[src/rtl/fibonacci_index_finder.sv]
// rtl/fibonacci_index_finder.sv - inverse Fibonacci search: value -> index, one term per clock
// Optional floor/remainder reporting enabled by defining FIBO_INV_FLOOR_EN.
module fibonacci_index_finder #(
  parameter int DATA_W  = 16,
  parameter int IDX_W   = 5,
  parameter int MAX_IDX = 24
) (
  input  logic              clk,
  input  logic              reset_n,
  input  logic              begin_fibo,
  input  logic [DATA_W-1:0] fibo_in,
  output logic              busy,
  output logic              done,
  output logic              is_fibo,
  output logic [IDX_W-1:0]  fibo_index
`ifdef FIBO_INV_FLOOR_EN
  ,
  output logic [DATA_W-1:0] remainder
`endif
);

  localparam logic S_IDLE    = 1'b0;
  localparam logic S_COMPUTE = 1'b1;
  localparam logic [IDX_W-1:0] K_MAX = IDX_W'(MAX_IDX);

  logic              state;
  logic [DATA_W-1:0] val;
  // One extra bit so F(MAX_IDX+1) fits in b without wrapping.
  logic [DATA_W:0]   a;
  logic [DATA_W:0]   b;
  logic [IDX_W-1:0]  k;
`ifdef FIBO_INV_FLOOR_EN
  logic [DATA_W-1:0] p;
`endif

  logic [DATA_W:0] val_ext;
  assign val_ext = {1'b0, val};

  always_ff @(posedge clk or negedge reset_n) begin
    if (!reset_n) begin
      state      <= S_IDLE;
      val        <= '0;
      a          <= '0;
      b          <= '0;
      k          <= '0;
      busy       <= 1'b0;
      done       <= 1'b0;
      is_fibo    <= 1'b0;
      fibo_index <= '0;
`ifdef FIBO_INV_FLOOR_EN
      p          <= '0;
      remainder  <= '0;
`endif
    end else begin
      case (state)
        S_IDLE: begin
          done <= 1'b0;
          if (begin_fibo) begin
            val   <= fibo_in;
            a     <= '0;
            b     <= (DATA_W+1)'(1);
            k     <= '0;
            busy  <= 1'b1;
            state <= S_COMPUTE;
`ifdef FIBO_INV_FLOOR_EN
            p     <= '0;
`endif
          end
        end
        S_COMPUTE: begin
          if (a == val_ext) begin
            is_fibo    <= 1'b1;
            fibo_index <= k;
`ifdef FIBO_INV_FLOOR_EN
            remainder  <= '0;
`endif
            done  <= 1'b1;
            busy  <= 1'b0;
            state <= S_IDLE;
          end else if (a > val_ext) begin
            // Overshot: the previous term (p, index k-1) is the floor.
            is_fibo <= 1'b0;
`ifdef FIBO_INV_FLOOR_EN
            fibo_index <= k - IDX_W'(1);
            remainder  <= val - p;
`else
            fibo_index <= '0;
`endif
            done  <= 1'b1;
            busy  <= 1'b0;
            state <= S_IDLE;
          end else if (k == K_MAX) begin
            is_fibo <= 1'b0;
`ifdef FIBO_INV_FLOOR_EN
            fibo_index <= K_MAX;
            remainder  <= val - a[DATA_W-1:0];
`else
            fibo_index <= '0;
`endif
            done  <= 1'b1;
            busy  <= 1'b0;
            state <= S_IDLE;
          end else begin
`ifdef FIBO_INV_FLOOR_EN
            p <= a[DATA_W-1:0];
`endif
            a <= b;
            b <= a + b;
            k <= k + IDX_W'(1);
          end
        end
        default: state <= S_IDLE;
      endcase
    end
  end

endmodule

[config.mk]
export PLATFORM = sky130hd
export DESIGN_NAME = fibonacci_index_finder
export DESIGN_NICKNAME = d
export VERILOG_FILES = /design/src/rtl/fibonacci_index_finder.sv
export SDC_FILE = /design/constraint.sdc
export NUM_CORES = 1
export LEC_CHECK = 0
export ABC_AREA = 0
export CAP_MARGIN = 20
export CELL_PAD_IN_SITES_DETAIL_PLACEMENT = 0
export CELL_PAD_IN_SITES_GLOBAL_PLACEMENT = 1
export CORE_ASPECT_RATIO = 1.2
export CORE_MARGIN = 5
export CORE_UTILIZATION = 44
export DETAILED_ROUTE_END_ITERATION = 8
export PLACE_DENSITY = 0.88
export SLEW_MARGIN = 20
export SYNTH_ARGS = -nofsm -noshare
export SYNTH_HDL_FRONTEND = slang
export SYNTH_SLANG_ARGS = --single-unit
[constraint.sdc]
create_clock -name clk -period 2.9 [get_ports clk]
set_input_delay 0.29 -clock clk [delete_from_list [all_inputs] [get_ports clk]]
set_output_delay 0.29 -clock clk [all_outputs]
set_load 0.01 [all_outputs]
==> flow_metrics.tcl, run 1 <==
set metrics [dict create \
    drt_wl_total_mm 8.46 \
    grt_overflow 0 \
    path_buf_inv 0 \
    synthToLayoutAreaGrowth_pct 17.5 \
    grt_use_met1 0.197 \
    cts_root_buf "clkbuf_8" \
    drv_cap 0 \
    min_period_ns 2.69 \
    path_clk_slew_ns 0.07 \
    fin_area_um2 4580 \
    fin_hold_ws_ns 0.431 \
    cts_tree "built" \
    place_area_um2 4350 \
    grt_most_used_layer "met2" \
    setup_ws_ns 0.211 \
    crit_top_cell "or2_1" \
    yosysWarningCount 0 \
    hold_viol 0 \
    critPathCaptureType "flop" \
    grt_pass1_wl_mm 14.4 \
    wire_per_inst_um 14.8 \
    dr.pass1.iters 5 \
    slowest_stage "dfrtp_1" \
    synth_edf_count 0 \
    drc 0 \
    crit_chain "ha_1 -> nand4b_4 -> or2_1 -> o41ai_1 -> o21bai_4 -> or2_1 -> nor3_1 -> a311o_2" \
    avgViaCountPerCell 5.36 \
    core_area_um2 8610 \
    cp_slowest_stage_delay_ns 0.42 \
    antenna_found_initial 0 \
    cpLargestDelayFamily "compound AO/OA/AOI/OAI gates" \
    hold_path.class "in2async" \
    dieArea_um2 10800 \
    p_leak_nw 2.15 \
    synthSimpleGateAreaFrac 0.168 \
    critPathKind "reg2reg" \
    dp_hpwl_mm 6.32 \
    port_buffers 26 \
    vias 3073 \
    fin_crit_sh 0.927 \
    synth_compound_gate_area_share 0.168 \
    nets 505 \
    worstPathRequired_ns 3.12 \
    p_per_area_nw_per_um2 997 \
    seq_area_frac_synth 0.411 \
    synth.distinct_cells 52 \
    grt_max_degree 55 \
    crit_fanout 8 \
    drive_gt1_frac 0.125 \
    synthAdderAreaFrac 0.114 \
    netlist_area_um2 3900 \
    synth_xor_area_frac 0.0292 \
    htree_levels 3 \
    grtUsageTotal 0.168 \
    num_io_pins 27 \
    status "completed" \
    clock_latency_ns 0.34 \
    die_w_um 95.9 \
    num_rows 37 \
    grtUsageMet3 0.0346 \
    drv_slew 0 \
    synth_mux_area_frac 0.0642 \
    drt-initial-drc-count 139 \
    async_flop_share 1.00 \
    rrSetupSlack_ns 0.21 \
    synth_top_family_by_area "compound AO/OA/AOI/OAI gates" \
    dp_slack_ns 0.163 \
    cts_buffers 9 \
    tightest_slew_ns 0.544 \
    netlist_instances 416 \
    synth_ff_type "dfrtp_1" \
    power.ir.vdd_worst_uv 480 \
    layout_common_cells "78 x nand2_1, 64 x dfrtp_1, 43 x o21ai_0" \
    syn_area_per_cell_um2 9.37 \
    num_antenna_cells 0 \
    gp_congestion 0.889 \
    arrival_ns 2.91 \
    fmaxAchievable_mhz 372 \
    slew_headroom 0.636 \
    drtAntennaViolNets 0 \
    startpoint_type "flop" \
    clock_skew_ns 0.00849 \
    grt_pass1_vias 3183 \
    dieHeight_um 113 \
    setup_violations 0 \
    final_common_cell "nand2_1" \
    initial_core_util 0.453 \
    syn_nets 470 \
    ys_seq_elements 64 \
    clockBufferDepth 2 \
    numClockSinks 64 \
    grtUsageMet2 0.298 \
    p_total_mw 4.56 \
]
==> kinds of logic (layout without fill, tap and decap cells) <==
logic type,after synthesis,in the layout
AOI/OAI and AO/OA,98,98
xor gates and xnor gates,13,13
and+or+nand+nor,140,140
adders and majority gates,35,35
muxes,23,23
DFF,64,64
buffers and inverters,43,83
==> cell type report <==
class                   count  area (um^2)
clock inverters             4         51.3
well taps                 117          146
multi-input cells         309         2130
fillers                   813         4030
flip-flops and latches     64         1600
repair buffers             41          395
inverters                  26         97.6
clock buffers              12          155
==> synth_stat cells, types with 4 or more instances <==
| cell type | n | area share |
|---|---|---|
| a21o_1 | 9 | 0.017 |
| a21oi_1 | 10 | 0.013 |
| buf_2 | 5 | 0.0064 |
| clkbuf_1 | 11 | 0.011 |
| dfrtp_1 | 64 | 0.41 |
| ha_1 | 34 | 0.11 |
| inv_1 | 25 | 0.024 |
| mux2_2 | 16 | 0.046 |
| mux2i_1 | 7 | 0.018 |
| nand2_1 | 78 | 0.075 |
| nand3_1 | 12 | 0.015 |
| nand4_1 | 6 | 0.0096 |
| nor2_1 | 20 | 0.019 |
| o211ai_1 | 4 | 0.0077 |
| o21ai_0 | 43 | 0.055 |
| xnor2_1 | 10 | 0.022 |
==> power breakdown <==
group,internal [mW],total [mW],switching (mW)
registers,1.23,1.53,0.297
clock network,0.446,0.799,0.353
logic,0.998,2.23,1.24
==> per-layer routing <==
metal,up-vias,part of all wire
li1,1538,-
met1,1481,0.43
met2,40,0.52
met3,14,0.027
met4,0,0.020
met5,-,0
==> worst paths after layout <==
check | start | endpoint | depth (start not counted)
max reg2reg | a[15] | b[12] | 8
max | a[15] | b[12] | 8
min | reset_n | b[9] | 2
min reg2reg | fibo_index[2] | fibo_index[2] | 2
min in group clk | fibo_index[2] | fibo_index[2] | 2
max in group asynchronous | reset_n | a[8] | 3
==> flip-flops by register name, summed over array words and instances, names as in the netlist <==
signal,cells
k,5
val,16
state,1
a,17
is_fibo,1
fibo_index,5
done,1
b,17
busy,1
==> repair_timing <==
action                                  CTS  global route
endpoints found under the setup margin    0             2
hold buffers                              1             0
endpoints found under the hold margin    19             0
resized for setup                         0             2
buffers inserted                          0             0
==> stage by stage <==
| stage | cells | utilization | setup TNS, ns |
|---|---|---|---|
| 2_1_floorplan | 416 | - | 0 |
| 3_3_place_gp | 556 | 0.505 | 0 |
| 3_5_place_dp | 556 | 0.505 | 0 |
| 4_1_cts | 573 | 0.531 | 0 |
| 5_1_grt | 573 | 0.532 | -0.0117 |
| 6_report | 573 | 0.532 | 0 |
(Power assumes the default switching activity.)
==> run 2: changes to the inputs <==
--- a/config.mk
+++ b/config.mk
@@ -13,7 +13,7 @@
 export CORE_MARGIN = 5
 export CORE_UTILIZATION = 44
 export DETAILED_ROUTE_END_ITERATION = 8
-export PLACE_DENSITY = 0.88
+export PLACE_DENSITY = 0.8
 export SLEW_MARGIN = 20
 export SYNTH_ARGS = -nofsm -noshare
 export SYNTH_HDL_FRONTEND = slang
==> flow_metrics.tcl, run 2 (same netlist as run 1, synthesis figures left out) <==
set metrics [dict create \
    setup_violations 0 \
    fmaxAchievable_mhz 358 \
    synthToLayoutAreaGrowth_pct 17.0 \
    wire_per_inst_um 14.6 \
    final_cells 571 \
    vias 3016 \
    ctsHoldBuffers 0 \
    grt_max_degree 52 \
    path_clk_slew_ns 0.08 \
    port_buffers 26 \
    cts_buffers 9 \
    critPathKind "reg2reg" \
    power.ir.vdd_worst_uv 419 \
    grt_pass1_vias 3046 \
    avgViaCountPerCell 5.28 \
    nets 503 \
    numClockSinks 64 \
    hold_path.class "in2async" \
    cts_tree "built" \
    dp.cells 553 \
    critPathCaptureType "flop" \
    slew_headroom 0.484 \
    fin_hold_ws_ns 0.0201 \
    gp_congestion 0.801 \
    fillers 822 \
    drive_gt1_frac 0.128 \
    worstPathRequired_ns 3.13 \
    grt_pass1_wl_mm 14.2 \
    num_antenna_cells 0 \
    dp_hpwl_mm 6.12 \
    reg_top3 "a (17), b (17), val (16)" \
    p_total_mw 4.51 \
    status "completed" \
    final_common_cell "nand2_1" \
    clock_latency_ns 0.34 \
    drv_slew 0 \
    cp_slowest_stage_delay_ns 0.41 \
    num_io_pins 27 \
    p_leak_nw 2.14 \
    p_per_area_nw_per_um2 988 \
    tightest_slew_ns 0.774 \
    drt_wl_total_mm 8.35 \
    num_rows 37 \
    layout_common_cells "78 x nand2_1, 64 x dfrtp_1, 43 x o21ai_0" \
    setup_tns_ns 0 \
    die_w_um 95.9 \
    htree_levels 3 \
    clockBufferDepth 2 \
    core_area_um2 8610 \
    drc 0 \
    min_period_ns 2.80 \
    dieHeight_um 113 \
    crit_fanout 4 \
    fin_crit_sh 0.964 \
    grtUsageTotal 0.166 \
    dieArea_um2 10800 \
    hold_viol 0 \
    dr.pass1.iters 4 \
    cts_root_buf "clkbuf_8" \
    grt_overflow 0 \
    initial_core_util 0.453 \
    arrival_ns 3.02 \
    crit_top_cell "buf_4" \
    crit_chain "ha_2 -> inv_1 -> fa_1 -> nor2b_1 -> o31a_1 -> nor4_1 -> buf_4 -> o41ai_2 -> buf_4 -> xnor2_1 -> nor3_1 -> a311o_2" \
    drv_cap 0 \
    slowest_stage "fa_1" \
    antenna_found_initial 0 \
    drt-initial-drc-count 102 \
    startpoint_type "flop" \
    final_core_util 0.530 \
    drtAntennaViolNets 0 \
    clock_skew_ns 0.0104 \
]
## run 2: power by group
part / switching (mW) / internal, mW
clock network: 0.379 / 0.423
registers: 0.302 / 1.23
logic: 1.20 / 0.975
## run 2: final timing paths
check	from	endpoint	slack, ns	cells past startpoint
setup / recovery	b[0]	b[12]	0.10	12
hold / removal	reset_n	busy	0.02	1
setup reg to reg	b[0]	b[12]	0.10	12
hold reg to reg	fibo_index[3]	fibo_index[3]	0.50	2
max in group asynchronous	reset_n	b[5]	2.15	2
min in group clk	fibo_index[3]	fibo_index[3]	0.50	2
## run 2: critical path: cells and delay by family, from the launching register on
kind / cells / cell delay (ns)
xor gates and xnor gates: 1 / 0.14
adders and majority gates: 2 / 0.61
DFF: 1 / 0.37
AOI/OAI and AO/OA: 3 / 0.86
and+or+nand+nor: 3 / 0.31
buffers and inverters: 3 / 0.39
## run 2: final cells by class
class                   instances  area, um^2  share of cell area
well taps                     117         146              0.0321
clock inverters                 6        67.6              0.0148
inverters                      26        97.6              0.0214
flip-flops and latches         64        1600               0.351
clock buffers                  10         138              0.0302
repair buffers                 39         378              0.0828
multi-input cells             309        2130               0.468
## run 2: metal layers
metal | GRT usage | vias to the layer above | share of wire
li1 | - | 1531 | -
met1 | 0.204 | 1433 | 0.46
met2 | 0.284 | 37 | 0.49
met3 | 0.0273 | 15 | 0.025
met4 | 0.0721 | 0 | 0.030
met5 | 0 | - | 0
## run 2: per-stage QoR
stage / instance area [um^2] / setup WS (ns)
floorplan: 3900 / 0.376
global placement: 4330 / 0.0649
detailed placement: 4330 / 0.0380
CTS: 4530 / 0.0265
global route: 4560 / -0.0319
finish: 4560 / 0.104
## run 2: repair_timing
item	in CTS	in global routing
setup endpoints to repair	0	8
hold endpoints to repair	0	0
gates resized for setup	0	3
buffers inserted	0	2
